**src/rtl/pulse_burst_scheduler.sv**
```systemverilog
// Burst scheduler for the LFM accumulator and noise generator sharing the
// output register: launches pulses, times the repetition period, flags errors.
module pulse_burst_scheduler #(
    parameter int unsigned CLK_PER_US = 100,
    parameter logic [15:0] ACK_TMO    = 16'd1023
) (
    input  logic        CLK,
    input  logic        RESET,
    input  logic        CFG_VALID,
    output logic        CFG_READY,
    input  logic        CFG_SRC,
    input  logic [9:0]  CFG_T_IMPULSE,
    input  logic [15:0] CFG_T_PERIOD,
    input  logic [7:0]  CFG_NUM_PULSES,
    input  logic        ABORT,
    output logic        START_GEN_LFM,
    output logic        START_GEN_NOISE,
    output logic [9:0]  T_IMPULSE_OUT,
    input  logic        CALC_START_LFM,
    input  logic        CALC_START_NOISE,
    input  logic        CALC_STOP_LFM,
    input  logic        CALC_STOP_NOISE,
    output logic        OUT_SEL,
    output logic        BUSY,
    output logic        DONE,
    output logic        ERR_OVERRUN,
    output logic        ERR_ACK,
    output logic [7:0]  PULSE_IDX
);

    typedef enum logic [2:0] {
        IDLE,
        LAUNCH,
        WAIT_STOP,
        GAP,
        FINISH
    } state_t;

    state_t      state;
    logic [15:0] per_q;
    logic [7:0]  num_q;
    logic [31:0] cnt;
    logic [16:0] ack_tmr;

    logic        calc_start;
    logic        calc_stop;
    logic [15:0] per_sel;
    logic [31:0] per_prod;
    logic [31:0] per_load;

    // OUT_SEL doubles as the latched source for the whole burst
    assign calc_start = OUT_SEL ? CALC_START_NOISE : CALC_START_LFM;
    assign calc_stop  = OUT_SEL ? CALC_STOP_NOISE : CALC_STOP_LFM;

    // The first launch loads straight from the command being accepted
    assign per_sel  = (state == IDLE) ? CFG_T_PERIOD : per_q;
    assign per_prod = {16'd0, per_sel} * 32'(CLK_PER_US);
    assign per_load = (per_prod == 32'd0) ? 32'd0 : per_prod - 32'd1;

    always_ff @(posedge CLK) begin
        if (RESET) begin
            state           <= IDLE;
            CFG_READY       <= 1'b1;
            START_GEN_LFM   <= 1'b0;
            START_GEN_NOISE <= 1'b0;
            T_IMPULSE_OUT   <= '0;
            OUT_SEL         <= 1'b0;
            BUSY            <= 1'b0;
            DONE            <= 1'b0;
            ERR_OVERRUN     <= 1'b0;
            ERR_ACK         <= 1'b0;
            PULSE_IDX       <= '0;
            per_q           <= '0;
            num_q           <= '0;
            cnt             <= '0;
            ack_tmr         <= '0;
        end else begin
            DONE <= 1'b0;
            if (cnt != 32'd0) begin
                cnt <= cnt - 32'd1;
            end
            if (ABORT && state != IDLE) begin
                state           <= IDLE;
                START_GEN_LFM   <= 1'b0;
                START_GEN_NOISE <= 1'b0;
                BUSY            <= 1'b0;
                CFG_READY       <= 1'b1;
            end else begin
                unique case (state)
                    IDLE: begin
                        if (CFG_VALID && CFG_READY) begin
                            OUT_SEL       <= CFG_SRC;
                            T_IMPULSE_OUT <= CFG_T_IMPULSE;
                            per_q         <= CFG_T_PERIOD;
                            num_q         <= CFG_NUM_PULSES;
                            ERR_OVERRUN   <= 1'b0;
                            ERR_ACK       <= 1'b0;
                            PULSE_IDX     <= '0;
                            BUSY          <= 1'b1;
                            CFG_READY     <= 1'b0;
                            if (CFG_NUM_PULSES == 8'd0) begin
                                state <= FINISH;
                            end else begin
                                state           <= LAUNCH;
                                START_GEN_NOISE <= CFG_SRC;
                                START_GEN_LFM   <= !CFG_SRC;
                                cnt             <= per_load;
                                ack_tmr         <= 17'd1;
                            end
                        end
                    end
                    LAUNCH: begin
                        if (calc_start) begin
                            START_GEN_LFM   <= 1'b0;
                            START_GEN_NOISE <= 1'b0;
                            state           <= WAIT_STOP;
                        end else if (ack_tmr > {1'b0, ACK_TMO}) begin
                            ERR_ACK         <= 1'b1;
                            START_GEN_LFM   <= 1'b0;
                            START_GEN_NOISE <= 1'b0;
                            state           <= FINISH;
                        end else begin
                            ack_tmr <= ack_tmr + 17'd1;
                        end
                    end
                    WAIT_STOP: begin
                        if (calc_stop) begin
                            PULSE_IDX <= PULSE_IDX + 8'd1;
                            state     <= GAP;
                        end else if (cnt == 32'd0) begin
                            ERR_OVERRUN <= 1'b1;
                        end
                    end
                    GAP: begin
                        if (cnt == 32'd0) begin
                            if (PULSE_IDX >= num_q) begin
                                state <= FINISH;
                            end else begin
                                state           <= LAUNCH;
                                START_GEN_NOISE <= OUT_SEL;
                                START_GEN_LFM   <= !OUT_SEL;
                                cnt             <= per_load;
                                ack_tmr         <= 17'd1;
                            end
                        end
                    end
                    FINISH: begin
                        DONE      <= !ERR_ACK;
                        BUSY      <= 1'b0;
                        CFG_READY <= 1'b1;
                        state     <= IDLE;
                    end
                    default: state <= IDLE;
                endcase
            end
        end
    end

endmodule

```
**config.mk**
```make
export PLATFORM = sky130hd
export DESIGN_NAME = pulse_burst_scheduler
export DESIGN_NICKNAME = d
export VERILOG_FILES = /design/src/rtl/pulse_burst_scheduler.sv
export SDC_FILE = /design/constraint.sdc
export NUM_CORES = 1
export LEC_CHECK = 0
export CORE_ASPECT_RATIO = 0.6
export CORE_MARGIN = 2
export CORE_UTILIZATION = 59
export DETAILED_ROUTE_END_ITERATION = 10
export DONT_BUFFER_PORTS = 1
export HOLD_SLACK_MARGIN = 0.02
export MAX_ROUTING_LAYER = met4
export PLACE_DENSITY = 0.78
export SLEW_MARGIN = 20
export SYNTH_ARGS = -nofsm -noshare
export SYNTH_HDL_FRONTEND = slang
export SYNTH_SLANG_ARGS = --single-unit
```
**constraint.sdc**
```tcl
create_clock -name CLK -period 5.9 [get_ports CLK]
set_input_delay 0.885 -clock CLK [delete_from_list [all_inputs] [get_ports CLK]]
set_output_delay 0.885 -clock CLK [all_outputs]
set_load 0.02 [all_outputs]
```
==> run_results.csv <==
group,metric,value,unit
drt,finalWirelength,16200,um
sta,period_needed,5.40,ns
final_layout,postLayoutCoreUtil,63.7,%
die,placeableCoreArea,12000,sq um
worst_setup_path,r2r_setup_slack,0.50,ns
worst_setup_path,required,6.09,ns
placed_design,pre_cts_setup_slack,0.368,ns
global_route,grt_pass1_wl,27800,um
yosys,ys.flop_type,"sky130_fd_sc_hd__dfxtp_1",
die,boundary_pin_count,69,
cts,clock_slew_at_the_register_clock_pins_of_the_worst_setup_and_hold_paths,0.08,ns
hold_path,hold_path_depth,2,
drt,drt_iter0_drc,394,
sta,unrepaired_setup_endpoints_after_global_routing,"no",
final_layout,design.final.nets,1011,
die,die-width,147,um
cts,cts.sinks,102,
global_route,first_global_vias,5683,
worst_setup_path,crit_arrival,5.59,ns
final_layout,areaGrowthSynthToFinish,5.70,%
worst_setup_path,timing.critical_path.slowest_stage_cell,"sky130_fd_sc_hd__fa_1",
yosys,synth_sequential_area_ratio,28.2,%
hold_path,min-delay-path-class,"reg2reg",
worst_setup_path,critical_path.max_fanout,20,
yosys,post_synth_instance_area,7250,sq um
global_route,gr-total-overflow,0,
worst_setup_path,critPathCaptureType,"flop",
yosys,syn-mean-instance-area,7.91,sq um
job,max_cap_viol_count,0,
yosys,netlist-cell-type-count,73,
placed_design,io_buffers,0,
drt,drc_errors,0,
placed_design,dp_hpwl,12200,um
die,chipHeight,89.8,um
cts,htree_levels,3,
yosys,synth_nets,1034,
sta,drv_slew,0,
global_route,grt_antenna_before_repair,0,
cts,post-cts-setup-buffer-count,0,
sta,period_share,91.5,%
worst_setup_path,timing.critical_path.cells,"nor3_2 > buf_6 > mux2i_2 > inv_1 > ha_1 > ha_1 > inv_1 > fa_1 > inv_1 > ha_1 > a21oi_1 > o21ai_0 > or3_4 > a2111oi_4 > nor4b_4 > nand3b_1 > nand2_4 > o22ai_1",
sta,fin_skew,0.0146,ns
sta,setup-violations-final,0,
worst_setup_path,r2r_end,"cnt[16]$_SDFF_PP0_",
worst_setup_path,rr_worst_depth,18,
worst_setup_path,worstReg2RegStart,"state[2]$_SDFFE_PP0P_",
placed_design,gp_congestion,0.940,
die,die_area,13200,sq um
yosys,synthesized_flop_and_latch_total,102,
worst_setup_path,critical_path.startpoint,"state[2]$_SDFFE_PP0P_",
drt,wl_per_cell,15.3,um
outcome,result_of_the_run,"complete, no violations",
hold_path,min_to,"per_q[12]$_SDFFE_PP0P_",
die,floorplan.initialDensity,60.3,%
sta,max-slew-margin-rel,45.0,%
yosys,async_sr_flop_fraction,0,%
global_route,grt_start_max_net_pins,45,
global_route,groute.usage.overall,26.1,%
cts,tritoncts,"done",
final_layout,fraction_of_final_layout_cells_sized_beyond_drive_strength_1,5.79,%
worst_setup_path,slowest_delay,0.51,ns
drt,drt_pre_antenna_iters,5,
final_layout,antenna_cells,0,
drt,postRouteAntennaNets,0,
sta,layout_setup_ws,0.501,ns
hold_path,min_from,"per_q[12]$_SDFFE_PP0P_",
sta,timing.fmax,185,MHz
yosys,synthesis.yosys.warnings,0,
cts,insertion_delay,0.35,ns
sta,timing_worst_slew_pin_value,0.814,ns
cts,clock_tree.buffer_depth,2,
worst_setup_path,setup.worst_path.class,"reg2reg",
worst_setup_path,startpoint_type,"flop",
sta,setup-tns-final,0,ns
drt,viasPerCell,5.73,
cts,cts.root.buffer_cell,"sky130_fd_sc_hd__clkbuf_16",
yosys,synth-edff-count,0,
drt,vias,6089,
sta,endpoints_failing_hold,0,
die,floorplan.rows,31,
cts,numCtsBuffers,9,
yosys,post_synth_inst_count,916,
## how the worst max path moves through the flow
stage | endpoint | slack (ns) | cells past startpoint
floorplan | cnt[2]$_SDFF_PP0_ | 0.11 | 22
global placement | cnt[17]$_SDFF_PP0_ | 0.52 | 19
detailed placement | cnt[16]$_SDFF_PP0_ | 0.37 | 19
CTS | cnt[16]$_SDFF_PP0_ | 0.33 | 19
global route | cnt[16]$_SDFF_PP0_ | 0.003 | 18
finish | cnt[16]$_SDFF_PP0_ | 0.50 | 18
## cells by family (layout without fill, tap and decap cells)
family | after synthesis | after routing | share of synthesized area, %
DFF | 102 | 102 | 28.2
buffers and inverters | 107 | 89 | 5.97
xor gates and xnor gates | 78 | 78 | 9.43
adders and majority gates | 75 | 75 | 14.0
muxes | 18 | 18 | 2.54
AOI/OAI and AO/OA | 169 | 169 | 14.9
and+or+nand+nor | 367 | 367 | 25.0
## repair_timing
item,in CTS,in global routing
hold buffers,0,0
resized for setup,0,5
setup endpoints to repair,0,22
## sequential cells by signal (all words and copies together), names as in the netlist, 3 cells and up
register and flops:
PULSE_IDX 8, state 3, num_q 8, cnt 32, T_IMPULSE_OUT 10, per_q 16
ack_tmr 17
## final cells by class
| cell class | count | area [sq um] |
|---|---|---|
| tap | 165 | 206 |
| fill | 1079 | 4360 |
| timing repair buffer | 9 | 71.3 |
| multi-input combinational | 707 | 4800 |
| clock buffer | 9 | 225 |
| inverter | 64 | 240 |
| sequential | 102 | 2040 |
| clock inverter | 7 | 75.1 |
## metal layers
| layer | share of wire, % | global-route usage, % | vias to the layer above |
|---|---|---|---|
| met5 | 0 | - | - |
| met4 | 0.61 | 3.69 | 0 |
| met3 | 8.1 | 6.45 | 12 |
| met2 | 38 | 34.9 | 200 |
| met1 | 53 | 40.1 | 2778 |
| li1 | - | - | 3099 |
## worst max-delay path, delay by kind of cell (launching register included)
family | cells | cell delay [ns]
compound gates | 4 | 1.07
fa+ha+maj | 4 | 1.49
buf+inv | 4 | 0.47
flops | 1 | 0.40
mux | 1 | 0.30
simple gates | 5 | 1.50
## cell usage in the layout (no fill, tap or decap), types with 15 or more instances in the layout
cell / count
sky130_fd_sc_hd__nand2_1: 142
sky130_fd_sc_hd__dfxtp_1: 102
sky130_fd_sc_hd__nor2_1: 81
sky130_fd_sc_hd__a21oi_1: 68
sky130_fd_sc_hd__ha_1: 65
sky130_fd_sc_hd__inv_1: 64
sky130_fd_sc_hd__xor2_1: 44
sky130_fd_sc_hd__xnor2_1: 34
sky130_fd_sc_hd__nor3_1: 21
sky130_fd_sc_hd__o22ai_1: 17
sky130_fd_sc_hd__nand3_1: 15
## cell usage after synthesis (3+ instances only)
master | number | area (sq um)
sky130_fd_sc_hd__nor2b_1 | 7 | 43.8
sky130_fd_sc_hd__a21oi_1 | 68 | 340
sky130_fd_sc_hd__nor3b_1 | 4 | 30.0
sky130_fd_sc_hd__nand3b_1 | 5 | 37.5
sky130_fd_sc_hd__fa_1 | 10 | 200
sky130_fd_sc_hd__o21ai_0 | 14 | 70.1
sky130_fd_sc_hd__inv_1 | 64 | 240
sky130_fd_sc_hd__o211ai_1 | 4 | 30.0
sky130_fd_sc_hd__o22ai_1 | 17 | 106
sky130_fd_sc_hd__a21o_1 | 12 | 90.1
sky130_fd_sc_hd__nand2_1 | 142 | 533
sky130_fd_sc_hd__or3_1 | 8 | 50.1
sky130_fd_sc_hd__nand2b_1 | 11 | 68.8
sky130_fd_sc_hd__nand4_1 | 9 | 56.3
sky130_fd_sc_hd__clkbuf_1 | 31 | 116
sky130_fd_sc_hd__o21bai_1 | 3 | 22.5
sky130_fd_sc_hd__nor4_1 | 13 | 81.3
sky130_fd_sc_hd__o31ai_1 | 4 | 30.0
sky130_fd_sc_hd__and2_1 | 6 | 37.5
sky130_fd_sc_hd__and3_1 | 11 | 68.8
sky130_fd_sc_hd__xor2_1 | 44 | 385
sky130_fd_sc_hd__a31oi_1 | 9 | 56.3
sky130_fd_sc_hd__xnor2_1 | 34 | 298
sky130_fd_sc_hd__a211oi_1 | 5 | 37.5
sky130_fd_sc_hd__ha_1 | 65 | 813
sky130_fd_sc_hd__mux2i_1 | 15 | 150
sky130_fd_sc_hd__nor3_1 | 23 | 115
sky130_fd_sc_hd__nand3_1 | 15 | 75.1
sky130_fd_sc_hd__buf_6 | 3 | 33.8
sky130_fd_sc_hd__o32ai_1 | 3 | 26.3
sky130_fd_sc_hd__o21a_1 | 9 | 67.6
sky130_fd_sc_hd__nor2_1 | 82 | 308
sky130_fd_sc_hd__nand4b_1 | 4 | 35.0
sky130_fd_sc_hd__mux2_2 | 3 | 33.8
sky130_fd_sc_hd__buf_2 | 7 | 35.0
sky130_fd_sc_hd__dfxtp_1 | 102 | 2040
## through the flow
step / instances / cell area (sq um) / hold WS, ns
after floorplan: 916 / 7250 / 0.436
after global placement: 1047 / 7340 / 0.437
after detailed placement: 1047 / 7340 / 0.441
after CTS: 1063 / 7640 / 0.453
after global routing: 1063 / 7660 / 0.464
final: 1063 / 7660 / 0.450
Power is not shown: default switching activity piles up to over one toggle a cycle in this logic, so the estimate is an artifact.
==> RTL change 1 (config.mk and constraints unchanged) <==
Register the output `ERR_OVERRUN` once more, with the module's reset; this adds one clock of latency there. The other outputs are not delayed to match.
--- a/src/rtl/pulse_burst_scheduler.sv
+++ b/src/rtl/pulse_burst_scheduler.sv
@@ -38,2 +38,4 @@
 
+    logic ERR_OVERRUN_s0;
+
     state_t      state;
@@ -69,3 +71,3 @@
             DONE            <= 1'b0;
-            ERR_OVERRUN     <= 1'b0;
+            ERR_OVERRUN_s0  <= 1'b0;
             ERR_ACK         <= 1'b0;
@@ -95,3 +97,3 @@
                             num_q         <= CFG_NUM_PULSES;
-                            ERR_OVERRUN   <= 1'b0;
+                            ERR_OVERRUN_s0 <= 1'b0;
                             ERR_ACK       <= 1'b0;
@@ -130,3 +132,3 @@
                         end else if (cnt == 32'd0) begin
-                            ERR_OVERRUN <= 1'b1;
+                            ERR_OVERRUN_s0 <= 1'b1;
                         end
@@ -158,2 +160,10 @@
 
+    always_ff @(posedge CLK) begin
+        if (RESET) begin
+            ERR_OVERRUN <= '0;
+        end else begin
+            ERR_OVERRUN <= ERR_OVERRUN_s0;
+        end
+    end
+
 endmodule
Check against the original RTL: not equivalent (a bounded check fails within 4 cycles, from zero or initial values and one cycle with RESET high).
==> RTL change 1 against the unedited design <==
Clock skew fell by 0.0045 ns. Final area up 0.64%. Sequential cell count increased by 1. Routed wire length is 1.7% lower. Cell count increased by 0.66%. Count of clock-buffer cells in the layout is 1 higher. Area after synthesis increased by 0.12%. Synthesized cell count down 0.33%. Worst setup slack better by 0.029 ns. Critical path type unchanged. Critical endpoint is now cnt[13].
Power is not shown: default switching activity piles up to over one toggle a cycle in this logic, so the estimate is an artifact.
==> RTL change 1: results (changes against the unedited design) <==
* Run status: finished, final reports clean
* Placement-stage cell area at 7370 um2 (+0.48%)
* Number of buffers inserted during clock tree synthesis at 9 (unchanged)
* CTS H-tree lvls at 3 (unchanged)
* Endpoint of the lowest-slack register-to-register path: cnt[13]
* Endpoint of the worst hold-timing path: per_q[13]
* Synth top area cells: dfxtp_1 (28%), ha_1 (11%), nand2_1 (7.1%)
* # resized after CTS at 0 (unchanged)
* Origin of the critical flop-to-flop path: state[0]
* Hold_sp: per_q[13]
* Total of buffers placed on input and output ports at 0 (unchanged)
* Number of warning messages in the yosys log at 0 (unchanged)
* Overall track demand over capacity in global routing at 0.247 (-0.0142)
* Post-route clock skew at 0.0102 ns (-0.00448 ns)
* Path type of the worst min-delay path: reg2reg
* Final antenna diode count at 0 (unchanged)
* Proportion of synthesized chip area in sequential cells at 0.284 (+0.00242)
* Master cell of the clock root buffer: clkbuf_16
* Final net count at 1018 (+0.69%)
* Global-route wire length before repair at 26600 um (-4.4%)
* Detailed-route via count at 6153 (+1.1%)
* Cell count of the worst hold path at 2 (unchanged)
* Regs by FF count: cnt x32, ack_tmr x17, per_q x16
* Number of cell instances on the worst register-to-register path at 19 (+1)
* Reg-to-reg slack, setup at 0.53 ns (+0.03 ns)
* Antenna violations before repair at 0 (unchanged)
* Synth unique cells at 77 (+5.5%)
* Later-pin clock latency in the skew report at 0.34 ns
* Pin count of the biggest net entering global routing at 47 (+4.4%)
* Synth top area share at 0.284 (+0.00242)
* DR pass1 iterations at 5 (unchanged)
* Global placement routability congestion at 0.947 (+0.77%)
* Clock slew at reported path FFs at 0.07 ns
* Post-synth top flop: dfxtp_1
* Share of layout cells above drive strength 1 at 0.0685 (+0.0106)
* Number of design-rule violations left by the first detailed-router iteration at 561 (+42%)
* Slew at the pin closest to its max-slew limit at 0.631 ns (-0.183 ns)
* DPL Wire Length at 12100 um (-0.92%)
* Aggregate routed wire length at 15900 um (-1.7%)
* Die X-Extent at 147 um (about the same)
* Worst EP arrival at 5.57 ns (-0.02 ns)
* Post-synth ARST share at 0 (unchanged)
* Synth top cells by count: nand2_1 (138), dfxtp_1 (103), nor2_1 (85)
* Max clock buf depth at 2 (unchanged)
* Number of global-route vias before repair at 5466 (-3.8%)
* Maximum fanout along the worst path at 20 (unchanged)
-- RTL change 1: cell count changes in the layout (fill, tap and decap cells not counted), moves of 4 or more --
cell | unedited run | this run
nand3_1 | 15 | 21
o21ai_0 | 14 | 26
nand2_1 | 142 | 138
or2_2 | 1 | 6
xor2_1 | 44 | 32
a31oi_1 | 8 | 3
xnor2_1 | 34 | 40
nor4_2 | 0 | 4
o21a_1 | 9 | 3
-- RTL change 1: worst max-delay path, cell delays in order, from the launching register on --
cell	delay, ns
dfxtp_1	0.33
buf_4	0.20
or3_1	0.62
nand2_1	0.18
nand2_1	0.14
ha_1	0.31
ha_1	0.27
inv_1	0.05
fa_1	0.51
inv_1	0.05
ha_1	0.36
a21oi_1	0.35
o21ai_0	0.12
a31oi_1	0.29
xor2_1	0.38
o2111a_1	0.29
and2_1	0.18
nand3_2	0.20
nand3b_4	0.26
o22ai_1	0.13
-- RTL change 1: worst max path at each step --
stage	endpoint	start	cells past startpoint
after floorplan	cnt[22]	state[2]	23
after global placement	cnt[19]	state[2]	18
after detailed placement	cnt[11]	state[2]	17
after CTS	cnt[13]	state[2]	17
after global routing	cnt[20]	state[0]	19
final	cnt[13]	state[0]	19
-- RTL change 1: metrics by stage --
| step | cells | util | setup slack, ns | hold WS (ns) |
|---|---|---|---|---|
| global route | 1070 | 0.641 | 0.210 | 0.475 |
| detailed placement | 1051 | 0.613 | 0.511 | 0.440 |
| global placement | 1051 | 0.613 | 0.626 | 0.438 |
| floorplan | 913 | - | 0.678 | 0.429 |
| finish | 1070 | 0.641 | 0.530 | 0.453 |
| CTS | 1067 | 0.637 | 0.460 | 0.451 |
-- RTL change 1: cells by family after synthesis --
kind of cell / share of synthesized area
AO/OA/AOI/OAI: 0.153
XOR/XNOR: 0.0869
adder cells (fa/ha/maj): 0.140
buffers and inverters: 0.0567
flip-flops: 0.284
multiplexers: 0.0328
AND/OR/NAND/NOR: 0.247
-- RTL change 1: what timing repair did --
action                                  CTS  global route
endpoints found under the setup margin    0            12
hold endpoints to repair                  0             0
buffers inserted                          0             3
-- RTL change 1: routing by layer --
metal,global-route usage,wire [um],vias to the layer above
met5,-,0,-
met3,0.0467,1410,10
li1,-,-,3116
met4,0.0361,87,0
met1,0.392,8310,2822
met2,0.325,6140,205
-- RTL change 1: cell type report --
class / count / area, um2
multi-input cells: 708 / 4790
fillers: 1008 / 4320
flip-flops and latches: 103 / 2060
inverters: 67 / 251
clock buffers: 10 / 239
well taps: 165 / 206
repair buffers: 11 / 108
clock inverters: 6 / 51.3
==> RTL change 2 (config.mk and constraints unchanged) <==
Made on the original files. Change the parameter `CLK_PER_US` from 100 to 50.
--- a/src/rtl/pulse_burst_scheduler.sv
+++ b/src/rtl/pulse_burst_scheduler.sv
@@ -3,3 +3,3 @@
 module pulse_burst_scheduler #(
-    parameter int unsigned CLK_PER_US = 100,
+    parameter int unsigned CLK_PER_US = 50,
     parameter logic [15:0] ACK_TMO    = 16'd1023
Formal check against the unedited RTL: no difference found for any inputs over 4 cycles, from zero or initial values and one cycle with RESET high; that may be too few to reach the edited logic, so the function may still have changed.
==> RTL change 2 against the unedited design <==
Area after synthesis down 1.7%. Die area down 1.7%. Final area down 1.3%. Critical path type unchanged. Routed wire length increased by 1.9%. Worst setup slack got worse by 0.16 ns. Sequential cell count unchanged. Maximum frequency down 2.9%.
Power is not shown: default switching activity piles up to over one toggle a cycle in this logic, so the estimate is an artifact.
==> RTL change 2: results (changes against the unedited design) <==
* Slew at the pin closest to its max-slew limit at 0.797 ns (-0.0174 ns)
* Number of warning messages in the yosys log at 0 (unchanged)
* Placement-stage cell area at 7250 um2 (-1.2%)
* Global placement routability congestion at 0.943 (+0.33%)
* Critical Path Max Stage Delay at 0.54 ns (+0.03 ns)
* Filler Cells Inserted at 1060 (-1.8%)
* Final net count at 1016 (+0.49%)
* Path type of the worst min-delay path: reg2reg
* Synth top area cells: dfxtp_1 (29%), ha_1 (11%), nand2_1 (7.7%)
* Cell count of the worst hold path at 2 (unchanged)
* Max clock buf depth at 2 (unchanged)
* Number of hold-slack violations in the final timing report at 0 (unchanged)
* Number of global-route vias before repair at 5351 (-5.8%)
* Aggregate routed wire length at 16500 um (+1.9%)
* DPL Wire Length at 12500 um (+2.3%)
* Pin count of the biggest net entering global routing at 43 (-4.4%)
* Family with the most delay on the worst path: simple AND/OR/NAND/NOR gates
* Overall track demand over capacity in global routing at 0.267 (+0.00638)
* Later-pin clock latency in the skew report at approximately 0.36 ns
* Share of layout cells above drive strength 1 at 0.0476 (-0.0103)
* Worst setup slack before clock tree synthesis at 0.422 ns (+0.0540 ns)
* Area growth, synth to finish at 6.18%
* Regs by FF count: cnt x32, ack_tmr x17, per_q x16
* Synth top cells by count: nand2_1 (147), dfxtp_1 (102), nor2_1 (81)
* DR pass1 iterations at 5 (unchanged)
* CTS H-tree lvls at 3 (unchanged)
* Proportion of synthesized chip area in sequential cells at 0.287 (+0.00495)
* Slowest-stage cell, CP: or3_1
* Mapped Avg Cell Area at 7.82 um2 (-1.2%)
* Pins over their slew limit at 0 (unchanged)
* Final antenna diode count at 0 (unchanged)
* Number of design-rule violations left by the first detailed-router iteration at 502 (+27%)
* Global-route wire length before repair at 27200 um (-2.5%)
* Post-route clock skew at 0.0119 ns (-0.00278 ns)
* Final standard cell count with taps included and fillers excluded at 1068 (+0.47%)
* Detailed-route via count at 6230 (+2.3%)
* Run status: finished, final reports clean
* Maximum fanout along the worst path at 17 (-15%)
* Synth unique cells at 67 (-8.2%)
-- RTL change 2: changes by cell type after synthesis, moves of 5 or more --
cell / before / now
and3_1: 11 / 6
o41ai_1: 0 / 5
nand3b_1: 5 / 0
nand2_1: 142 / 147
inv_1: 64 / 73
xor2_1: 44 / 31
o21ai_0: 14 / 26
nand2b_1: 11 / 6
clkbuf_1: 31 / 24
or3_1: 8 / 14
-- RTL change 2: cell type report --
cell class                 instances  area share
clock buffer                      11      0.0321
clock inverter                     5     0.00860
inverter                          73      0.0362
multi-input combinational        704       0.618
sequential                       102       0.270
tap                              165      0.0273
timing repair buffer               8     0.00794
-- RTL change 2: worst paths after layout --
path,from,end,slack (ns)
max,state[2],cnt[3],0.34
min,num_q[3],num_q[3],0.45
max reg2reg,state[2],cnt[3],0.34
min reg2reg,num_q[3],num_q[3],0.45
-- RTL change 2: kinds of logic (layout without fill, tap and decap cells) --
family	Yosys count	in the layout	share of synthesized area
DFF	102	102	0.287
xor gates and xnor gates	66	66	0.0812
buffers and inverters	105	97	0.0583
and+or+nand+nor	355	355	0.235
muxes	20	20	0.0293
AOI/OAI and AO/OA	188	188	0.167
adders and majority gates	75	75	0.142
-- RTL change 2: metal layers --
metal / part of all wire / global-route usage
met1: 0.51 / 0.407
met2: 0.38 / 0.340
met3: 0.10 / 0.0740
met4: 0.0089 / 0.0570
met5: 0 / -
-- RTL change 2: timing repair --
| action | in CTS | in global routing |
|---|---|---|
| resized for setup | 0 | 2 |
| hold buffers | 0 | 0 |
| setup endpoints to repair | 0 | 6 |
-- RTL change 2: worst reg2reg max path: cells and delay by family, from the launching register on --
kind	cells	cell delay [ns]
simple gates	6	2.25
buf+inv	2	0.10
xor+xnor	1	0.20
fa+ha+maj	4	1.47
flops	1	0.42
compound gates	5	0.98
